===== config.mk =====
export PLATFORM = sky130hd
export DESIGN_NAME = vga_timing_gen_flat
export DESIGN_NICKNAME = d
export VERILOG_FILES = /design/src/rtl/vga_timing_gen_pkg.sv /design/src/rtl/vga_timing_gen_if.sv /design/src/rtl/vga_axis_counter.sv /design/src/rtl/vga_timing_gen.sv /design/src/flat_wrapper.sv
export SDC_FILE = /design/constraint.sdc
export NUM_CORES = 1
export LEC_CHECK = 0
export ABC_AREA = 1
export BUFFER_PORTS_ARGS = -buffer_cell sky130_fd_sc_hd__buf_2
export CAP_MARGIN = 10
export CORE_ASPECT_RATIO = 0.7
export CORE_MARGIN = 5
export CORE_UTILIZATION = 30
export DETAILED_ROUTE_END_ITERATION = 16
export SLEW_MARGIN = 20
export SYNTH_ARGS = -nofsm -noshare
export SYNTH_HDL_FRONTEND = slang
export SYNTH_SLANG_ARGS = --single-unit

===== constraint.sdc =====
create_clock -name clk_i -period 1.2 [get_ports clk_i]
set_input_delay 0.3 -clock clk_i [delete_from_list [all_inputs] [get_ports clk_i]]
set_output_delay 0.3 -clock clk_i [all_outputs]
set_load 0.005 [all_outputs]

===== src/rtl/vga_timing_gen_pkg.sv =====
// rtl/vga_timing_gen_pkg.sv - shared raster timing types, defaults and helpers
package vga_timing_gen_pkg;

    typedef struct packed {
        int unsigned active;
        int unsigned fp;
        int unsigned sync;
        int unsigned bp;
    } axis_timing_t;

    localparam axis_timing_t H_640 = '{active: 640, fp: 16, sync: 96, bp: 48};
    localparam axis_timing_t V_480 = '{active: 480, fp: 10, sync: 2, bp: 33};

    // Smallest r with 2**r >= v; returns 0 for v <= 1.
    function automatic int unsigned clog2(input int unsigned v);
        int unsigned r;
        r = 0;
        while ((64'd1 << r) < 64'(v)) begin
            r = r + 1;
        end
        return r;
    endfunction

endpackage


===== src/rtl/vga_timing_gen_if.sv =====
// rtl/vga_timing_gen_if.sv - video timing output bundle
interface vga_timing_gen_if #(
    parameter int unsigned XW = 10,
    parameter int unsigned YW = 10
);
    logic          hsync;
    logic          vsync;
    logic          de;
    logic [XW-1:0] pix_x;
    logic [YW-1:0] pix_y;
    logic          line_start;
    logic          frame_start;

    modport master (
        output hsync, vsync, de, pix_x, pix_y, line_start, frame_start
    );

    modport slave (
        input hsync, vsync, de, pix_x, pix_y, line_start, frame_start
    );
endinterface


===== src/rtl/vga_axis_counter.sv =====
// rtl/vga_axis_counter.sv - one raster axis: wrapping counter with active/sync decode
module vga_axis_counter #(
    parameter int unsigned TOTAL      = 800,
    parameter int unsigned ACTIVE     = 640,
    parameter int unsigned SYNC_START = 656,
    parameter int unsigned SYNC_END   = 751,
    parameter int unsigned W          = 10
) (
    input  logic         clk_i,
    input  logic         rst_n_i,
    input  logic         adv_i,
    output logic [W-1:0] cnt_o,
    output logic         wrap_o,
    output logic         active_o,
    output logic         sync_o
);

    localparam logic [W-1:0] LAST_V   = W'(TOTAL - 1);
    localparam logic [W-1:0] ACTIVE_V = W'(ACTIVE);
    localparam logic [W-1:0] SS_V     = W'(SYNC_START);
    localparam logic [W-1:0] SE_V     = W'(SYNC_END);

    logic [W-1:0] cnt_q;
    logic [W-1:0] cnt_d;

    always_comb begin
        cnt_d = cnt_q;
        if (adv_i) begin
            cnt_d = (cnt_q == LAST_V) ? '0 : cnt_q + 1'b1;
        end
    end

    always_ff @(posedge clk_i or negedge rst_n_i) begin
        if (!rst_n_i) begin
            cnt_q <= '0;
        end else begin
            cnt_q <= cnt_d;
        end
    end

    // wrap is a position flag, not gated by adv; the parent qualifies it.
    assign cnt_o    = cnt_q;
    assign wrap_o   = (cnt_q == LAST_V);
    assign active_o = (cnt_q < ACTIVE_V);
    assign sync_o   = (cnt_q >= SS_V) && (cnt_q <= SE_V);

endmodule


===== src/rtl/vga_timing_gen.sv =====
// rtl/vga_timing_gen.sv - raster timing generator with registered sync/DE/coordinate outputs
module vga_timing_gen
    import vga_timing_gen_pkg::*;
#(
    parameter int unsigned H_ACTIVE = H_640.active,
    parameter int unsigned H_FP     = H_640.fp,
    parameter int unsigned H_SYNC   = H_640.sync,
    parameter int unsigned H_BP     = H_640.bp,
    parameter int unsigned V_ACTIVE = V_480.active,
    parameter int unsigned V_FP     = V_480.fp,
    parameter int unsigned V_SYNC   = V_480.sync,
    parameter int unsigned V_BP     = V_480.bp,
    parameter bit          SYNC_POL = 1'b0
) (
    input  logic                clk_i,
    input  logic                rst_n_i,
    input  logic                en_i,
    vga_timing_gen_if.master    vid_o
);

    localparam int unsigned H_TOTAL = H_ACTIVE + H_FP + H_SYNC + H_BP;
    localparam int unsigned V_TOTAL = V_ACTIVE + V_FP + V_SYNC + V_BP;
    localparam int unsigned XW      = clog2(H_TOTAL);
    localparam int unsigned YW      = clog2(V_TOTAL);

    generate
        if (H_ACTIVE == 0 || H_FP == 0 || H_SYNC == 0 || H_BP == 0 ||
            V_ACTIVE == 0 || V_FP == 0 || V_SYNC == 0 || V_BP == 0 ||
            XW > 16 || YW > 16) begin : g_bad_params
            $error("vga_timing_gen: zero timing parameter or counter wider than 16 bits");
        end
    endgenerate

    logic [XW-1:0] h_cnt;
    logic [YW-1:0] v_cnt;
    logic          h_wrap, h_act, h_sync;
    logic          v_wrap, v_act, v_sync;

    vga_axis_counter #(
        .TOTAL      (H_TOTAL),
        .ACTIVE     (H_ACTIVE),
        .SYNC_START (H_ACTIVE + H_FP),
        .SYNC_END   (H_ACTIVE + H_FP + H_SYNC - 1),
        .W          (XW)
    ) u_h (
        .clk_i    (clk_i),
        .rst_n_i  (rst_n_i),
        .adv_i    (en_i),
        .cnt_o    (h_cnt),
        .wrap_o   (h_wrap),
        .active_o (h_act),
        .sync_o   (h_sync)
    );

    vga_axis_counter #(
        .TOTAL      (V_TOTAL),
        .ACTIVE     (V_ACTIVE),
        .SYNC_START (V_ACTIVE + V_FP),
        .SYNC_END   (V_ACTIVE + V_FP + V_SYNC - 1),
        .W          (YW)
    ) u_v (
        .clk_i    (clk_i),
        .rst_n_i  (rst_n_i),
        .adv_i    (en_i && h_wrap),
        .cnt_o    (v_cnt),
        .wrap_o   (v_wrap),
        .active_o (v_act),
        .sync_o   (v_sync)
    );

    logic          hsync_q, hsync_d;
    logic          vsync_q, vsync_d;
    logic          de_q, de_d;
    logic [XW-1:0] pix_x_q, pix_x_d;
    logic [YW-1:0] pix_y_q, pix_y_d;
    logic          ls_q, ls_d;
    logic          fs_q, fs_d;

    // While frozen, strobes and DE drop but syncs and coordinates keep their last value.
    always_comb begin
        hsync_d = hsync_q;
        vsync_d = vsync_q;
        pix_x_d = pix_x_q;
        pix_y_d = pix_y_q;
        de_d    = 1'b0;
        ls_d    = 1'b0;
        fs_d    = 1'b0;
        if (en_i) begin
            de_d    = h_act && v_act;
            pix_x_d = de_d ? h_cnt : '0;
            pix_y_d = de_d ? v_cnt : '0;
            ls_d    = de_d && (h_cnt == '0);
            fs_d    = (h_cnt == '0) && (v_cnt == '0);
            hsync_d = h_sync ? SYNC_POL : ~SYNC_POL;
            vsync_d = v_sync ? SYNC_POL : ~SYNC_POL;
        end
    end

    always_ff @(posedge clk_i or negedge rst_n_i) begin
        if (!rst_n_i) begin
            hsync_q <= ~SYNC_POL;
            vsync_q <= ~SYNC_POL;
            de_q    <= 1'b0;
            pix_x_q <= '0;
            pix_y_q <= '0;
            ls_q    <= 1'b0;
            fs_q    <= 1'b0;
        end else begin
            hsync_q <= hsync_d;
            vsync_q <= vsync_d;
            de_q    <= de_d;
            pix_x_q <= pix_x_d;
            pix_y_q <= pix_y_d;
            ls_q    <= ls_d;
            fs_q    <= fs_d;
        end
    end

    assign vid_o.hsync       = hsync_q;
    assign vid_o.vsync       = vsync_q;
    assign vid_o.de          = de_q;
    assign vid_o.pix_x       = pix_x_q;
    assign vid_o.pix_y       = pix_y_q;
    assign vid_o.line_start  = ls_q;
    assign vid_o.frame_start = fs_q;

    logic unused_wrap;
    assign unused_wrap = v_wrap;

endmodule


===== src/flat_wrapper.sv =====
// flat-port wrapper written by rule: the top's interface ports become plain ports
module vga_timing_gen_flat import vga_timing_gen_pkg::*;
#(
    parameter int unsigned H_ACTIVE = H_640.active,
    parameter int unsigned H_FP     = H_640.fp,
    parameter int unsigned H_SYNC   = H_640.sync,
    parameter int unsigned H_BP     = H_640.bp,
    parameter int unsigned V_ACTIVE = V_480.active,
    parameter int unsigned V_FP     = V_480.fp,
    parameter int unsigned V_SYNC   = V_480.sync,
    parameter int unsigned V_BP     = V_480.bp,
    parameter bit          SYNC_POL = 1'b0
)
  (clk_i, rst_n_i, en_i, vid_o_hsync, vid_o_vsync, vid_o_de, vid_o_pix_x, vid_o_pix_y, vid_o_line_start, vid_o_frame_start);
  vga_timing_gen_if #(.XW((5)), .YW((4))) vid_o_i ();
  input  logic clk_i;
  input  logic rst_n_i;
  input  logic en_i;
  output wire logic [$bits(vid_o_i.hsync)-1:0] vid_o_hsync;
  output wire logic [$bits(vid_o_i.vsync)-1:0] vid_o_vsync;
  output wire logic [$bits(vid_o_i.de)-1:0] vid_o_de;
  output wire logic [$bits(vid_o_i.pix_x)-1:0] vid_o_pix_x;
  output wire logic [$bits(vid_o_i.pix_y)-1:0] vid_o_pix_y;
  output wire logic [$bits(vid_o_i.line_start)-1:0] vid_o_line_start;
  output wire logic [$bits(vid_o_i.frame_start)-1:0] vid_o_frame_start;
  assign vid_o_hsync = vid_o_i.hsync;
  assign vid_o_vsync = vid_o_i.vsync;
  assign vid_o_de = vid_o_i.de;
  assign vid_o_pix_x = vid_o_i.pix_x;
  assign vid_o_pix_y = vid_o_i.pix_y;
  assign vid_o_line_start = vid_o_i.line_start;
  assign vid_o_frame_start = vid_o_i.frame_start;
  vga_timing_gen #(.H_ACTIVE(H_ACTIVE), .H_FP(H_FP), .H_SYNC(H_SYNC), .H_BP(H_BP), .V_ACTIVE(V_ACTIVE), .V_FP(V_FP), .V_SYNC(V_SYNC), .V_BP(V_BP), .SYNC_POL(SYNC_POL)) u_core (.clk_i(clk_i), .rst_n_i(rst_n_i), .en_i(en_i), .vid_o(vid_o_i));
endmodule

# Yosys cells after proc, flatten, opt, wreduce, memory -nomap -nowiden
# Cells that the tools add are included.
[word_totals] word_cells=36 output_inout_bits=14 input_bits=3 regBits=34
[op_classes] n_eq_ne=2 muxes=9 n_lt_le_gt_ge=6 n_addsub=2 reduce_logical=8
[op_table] cell="$add A10 B1 Y10 const B" count=2
[op_table] cell="$eq A10 B10 Y1 const B" count=2
[op_table] cell="$logic_not A10 Y1" count=2
[op_table] cell="$mux W10" count=2
[op_table] cell="$ge A10 B10 Y1 const B" count=1
[op_table] cell="$ge A10 B9 Y1 const B" count=1
[op_table] cell="$le A10 B10 Y1 const B" count=1
[op_table] cell="$le A10 B9 Y1 const B" count=1
[op_table] cell="$lt A10 B10 Y1 const B" count=1
[op_table] cell="$lt A10 B9 Y1 const B" count=1
[op_table] cell="$logic_and A1 B1 Y1" count=6
[op_table] cell="$mux W1" count=5
[op_table] cell="$mux W5" count=1
[op_table] cell="$mux W4" count=1

# Logic depth before layout (Yosys ltp)
[logic_depth] depth_word=4 depth_mapped=8 ltp_nobuf=8

# Hierarchy
# From an unflattened synthesis, not the netlist that was laid out.
[hier_totals] hier_cells=235 area_unflattened_um2=1896.8
[modules_own_cells] mod="vga_axis_counter at u_core.u_h" cells_per_inst=85 area_per_inst_um2=636.9 seq_area_each_um2=250.2 n_inst=1
[modules_own_cells] mod="vga_axis_counter at u_core.u_v" cells_per_inst=74 area_per_inst_um2=635.6 seq_area_each_um2=250.2 n_inst=1
[modules_own_cells] mod="vga_timing_gen" cells_per_inst=76 area_per_inst_um2=624.3 seq_area_each_um2=352.8 n_inst=1

# Least setup slack after synthesis
# Ideal clock, no wire load.
[synth_path] path_kind="reg-to-reg" start="register u_core.u_h.cnt_q[0] (netlist: u_core.u_h.cnt_o[0])" end="register u_core.u_v.cnt_q[1] (netlist: u_core.u_v.cnt_o[1])" arrival_time_ps=1199 slack_ps=-81 required_ps=1117 period_less_slack_ps=1281 stages_incl_launch_ff=9 setup_ps=83 path_cell_list="dfrtp_1 -> ha_1 -> nand2_1 -> nor2_2 -> nand3_2 -> nor2_4 -> buf_6 -> nand3_1 -> o21ai_0"
[synth_between] elab_chain_len=2
[synth_rtl] element="start, declared" line="vga_axis_counter.sv:23" rtl="logic [W-1:0] cnt_q;"
[synth_rtl] element="start signal, assigned" line="vga_axis_counter.sv:37" rtl="cnt_q <= cnt_d;"
[synth_rtl] element="$eq A10 B10 Y1" line="vga_axis_counter.sv:43" rtl="assign wrap_o = (cnt_q == LAST_V);"
[synth_rtl] element="$logic_and A1 B1 Y1" line="vga_timing_gen.sv:64" rtl=".adv_i (en_i && h_wrap),"
[synth_rtl] element="end signal, assigned" line="vga_axis_counter.sv:37"
[synth_rtl] element="end, declared" line="vga_axis_counter.sv:23"
# Every way passes these cells.
# A chain may end at the register's enable or synchronous reset.

# Worst setup path after layout
[layout_path] start="register u_core.u_v.cnt_q[0] (netlist: u_core.u_v.cnt_o[0])" end="register u_core.u_v.cnt_q[3] (netlist: u_core.u_v.cnt_o[3])"
[layout_between] elab_chain_len=2
[layout_rtl] element="$add A10 B1 Y10 / $eq A10 B10 Y1 (equally long branches)" line="vga_axis_counter.sv:29" rtl="cnt_d = (cnt_q == LAST_V) ? '0 : cnt_q + 1'b1;"
[layout_rtl] element="$mux W10 (*)" line="vga_axis_counter.sv:29"
# Mark *: on every way between the ends. The rest lies on a longest branch, timed or not.

==> flow_summary.json <==
{
  "cp_top_family": "flip-flops",
  "synth_edf_count": 0,
  "cp.depth": 8,
  "synthTopCellsByArea": "dfrtp_1 (46%), nand2_1 (11%), inv_1 (5.8%), o21ai_0 (5.7%), nand3_1 (5.1%)",
  "cts_tree": "yes",
  "rr_endpoint": "u_core.u_v.cnt_o[3]",
  "grt_max_degree": 35,
  "place_ws_ps": -363,
  "fill_cells": 567,
  "ys_seq_elements": 34,
  "viasPerCell": 4.57,
  "swShare_pct": 36.8,
  "cpPeakStageDelay_ps": 420,
  "diodes": 0,
  "drtIter0Drc": 123,
  "r2r_cells": 8,
  "arrival_ps": 1540,
  "grt_use_total_pct": 13.8,
  "syn_inst": 220,
  "hold_ws_ps": 460,
  "numPortBuffers": 16,
  "clockBufferDepth": 2,
  "fin_nets": 303,
  "finalClockSkew_ps": 8.19,
  "dr.pass1.iters": 4,
  "power.density_mw_per_mm2": 1770,
  "clock-sinks": 34,
  "worst_ir_drop_vdd_uv": 642,
  "cp_max_fo": 6,
  "drive_above_1_share_pct": 43.8,
  "whs_path_depth": 4,
  "yosys_warnings": 0,
  "power_w": 0.00472,
  "chipHeight_um": 74.0,
  "fin_area_mm2": 0.00267,
  "synth_ff_type": "dfrtp_1",
  "cp.buffers_inverters": 3,
  "ys_types": 26,
  "maxSlewViolCount": 0,
  "clk_pin_slew_ps": 80,
  "finalSetupViolations": 22,
  "p_switching_w": 0.00174,
  "drc_errors": 0,
  "overflow": 0,
  "io_pins": 17,
  "pwr-share-seq_pct": 35.9,
  "coreArea_mm2": 0.00570,
  "antenna_found_initial": 0,
  "gp_congestion": 0.880,
  "die-area_mm2": 0.00752,
  "p_int_w": 0.00298,
  "cts_buffers": 5,
  "area_growth_pct": 51.8,
  "std_cell_rows": 23,
  "grt_pass1_wl_um": 7990,
  "hold_path.startpoint": "en_i",
  "p_clk_share_pct": 21.4,
  "synth_top_area_share_pct": 45.6,
  "syn_area_mm2": 0.00176,
  "clk_latency_ps": 290,
  "start_util_pct": 30.9,
  "r2r-start": "u_core.u_v.cnt_o[0]",
  "leakagePower_nw": 1.35,
  "hpwlAfterDp_um": 3180,
  "path_cells": "inv_2 > ha_1 > inv_1 > nor2_2 > nand4_1 > buf_6 > nand3b_1 > o21ai_0",
  "yosysSeqAreaShare_pct": 48.5,
  "hold_path.class": "in -> reg",
  "ys_top_cells_by_count": "nand2_1 (53), dfrtp_1 (32), inv_1 (27), nor2_1 (22), o21ai_0 (20)",
  "wl_met3_um": 190,
  "routed_wl_um": 4680,
  "setup_slack_ps": -175,
  "async_reset_ff_share_pct": 100,
  "rsz0062_at_grt": "yes",
  "drv_cap": 0,
  "fin_cells": 372,
  "cp_data_required_time_ps": 1360,
  "wl_met2_um": 1970,
  "crit_slowest_cell": "dfrtp_1",
  "end_kind": "register",
  "via_count": 1700,
  "max_slew_margin_pct": 85.3,
  "crit_type": "reg -> reg",
  "status": "finished, violations left",
  "grt_pass1_vias": 1690,
  "htreeDepth": 2,
  "timing.fmax_ghz": 0.727,
  "combPwrFrac_pct": 42.7,
  "hold_viol_final": 0,
  "wl_per_cell_um": 12.6,
  "cp-start-kind": "register",
  "fin_crit_ps": 1380,
  "dp_cells": 348,
  "worst_slew_pin_slew_ps": 218,
  "placed_area_mm2": 0.00224,
  "holdPathEnd": "u_core.u_h.cnt_o[9]",
  "clockRootBuffer": "clkbuf_8",
  "timing.final.crit_share_pct": 115,
  "failed_checks": "setup timing",
  "met1_length_um": 2470,
  "postRouteAntennaNets": 0,
  "highest_layer": "met4",
  "rrSetupSlack_ps": -180,
  "syn_area_per_cell_um2": 7.99,
  "syn_nets": 227,
  "yosysMostFrequentCell": "nand2_1",
  "synth_top_area_cell": "dfrtp_1",
  "chipWidth_um": 101
}
-- cell families after synthesis --
family	share of synthesized area, %
compound gates	6.83
flops	48.5
simple gates	29.0
fa+ha+maj	2.85
buf+inv	8.26
xor+xnor	4.48
-- flip-flops by register name, indices dropped and copies added, names as in the netlist --
| name | count |
|---|---|
| u_core.pix_x_q | 5 |
| u_core.pix_y_q | 4 |
| u_core.u_h.cnt_o | 10 |
| u_core.u_v.cnt_o | 10 |
| u_core.vid_o.de | 1 |
| u_core.vid_o.frame_start | 1 |
| u_core.vid_o.hsync | 1 |
| u_core.vid_o.line_start | 1 |
| u_core.vid_o.vsync | 1 |
-- power by group through the flow --
| stage | Clock [W] | Combinational (W) | Sequential, W |
|---|---|---|---|
| finish | 0.00101 | 0.00201 | 0.00170 |
| global route | 0.00110 | 0.00222 | 0.00173 |
| CTS | 0.00105 | 0.00187 | 0.00169 |
| detailed placement | 0 | 0.00152 | 0.00167 |
| global placement | 0 | 0.00151 | 0.00167 |
| floorplan | 0 | 0.000723 | 0.00168 |
-- per-stage QoR --
stage	setup TNS, ps	util [%]
final	-2180	46.8
after global routing	-4190	46.8
after CTS	-2360	45.2
after detailed placement	-3960	39.3
after global placement	-3120	39.3
after floorplan	-548	-
-- worst reg2reg max path, stage by stage, from the launching register on --
cell and delay, ps:
dfrtp_1 420, inv_2 70, ha_1 130, inv_1 40
nor2_2 140, nand4_1 130, buf_6 160, nand3b_1 80
o21ai_0 80
-- final cells by class --
type                            count  area (um^2)  area share [%]
Tap cell                           75         93.8            3.52
Sequential cell                    34          853            32.0
Timing Repair Buffer               74          566            21.2
Multi-Input combinational cell    151          928            34.8
Inverter                           30          118            4.41
Clock buffer                        8          110            4.13
-- timing repair --
| action | in CTS | in global routing |
|---|---|---|
| pin swaps | 16 | 16 |
| hold buffers | 1 | 0 |
| endpoints found under the hold margin | 32 | 0 |
| cloned | 1 | 0 |
| setup endpoints to repair | 30 | 33 |
| resized for setup | 47 | 24 |
| buffers inserted | 10 | 5 |
-- cells in the final DEF, fill, tap and decap left out, types with 2 or more instances in the layout --
master | synthesis | layout
buf_2 | 2 | 14
buf_4 | 1 | 50
buf_6 | 1 | 8
clkbuf_8 | 0 | 8
dfrtp_1 | 32 | 32
dfstp_2 | 2 | 2
ha_4 | 0 | 2
inv_1 | 27 | 20
inv_2 | 3 | 8
inv_4 | 0 | 2
nand2_1 | 53 | 47
nand2_2 | 1 | 5
nand2_4 | 0 | 2
nand3_1 | 18 | 12
nand3_2 | 1 | 6
nand3b_1 | 2 | 2
nand4_1 | 7 | 7
nor2_1 | 22 | 16
nor2_2 | 1 | 5
nor2_4 | 1 | 3
nor3_1 | 8 | 6
o21ai_0 | 20 | 3
o21ai_1 | 1 | 8
o21ai_2 | 0 | 10
xnor2_1 | 2 | 2
xor2_1 | 7 | 7
-- metal layers --
layer	vias up	global-route usage (%)
met3	5	2.81
met5	-	0
met1	801	20.6
li1	860	-
met4	0	3.54
met2	34	20.6
-- worst max path at each step --
stage | start | to | slack [ps]
after CTS | u_core.u_h.cnt_o[1] | u_core.u_v.cnt_o[1] | -170
after global routing | u_core.u_h.cnt_o[1] | u_core.u_v.cnt_o[6] | -240
after floorplan | u_core.u_h.cnt_o[0] | u_core.u_v.cnt_o[0] | -70
after global placement | u_core.u_v.cnt_o[1] | u_core.u_v.cnt_o[1] | -310
after detailed placement | u_core.u_v.cnt_o[1] | u_core.u_v.cnt_o[1] | -360
final | u_core.u_v.cnt_o[0] | u_core.u_v.cnt_o[3] | -180
(Power assumes the default switching activity.)
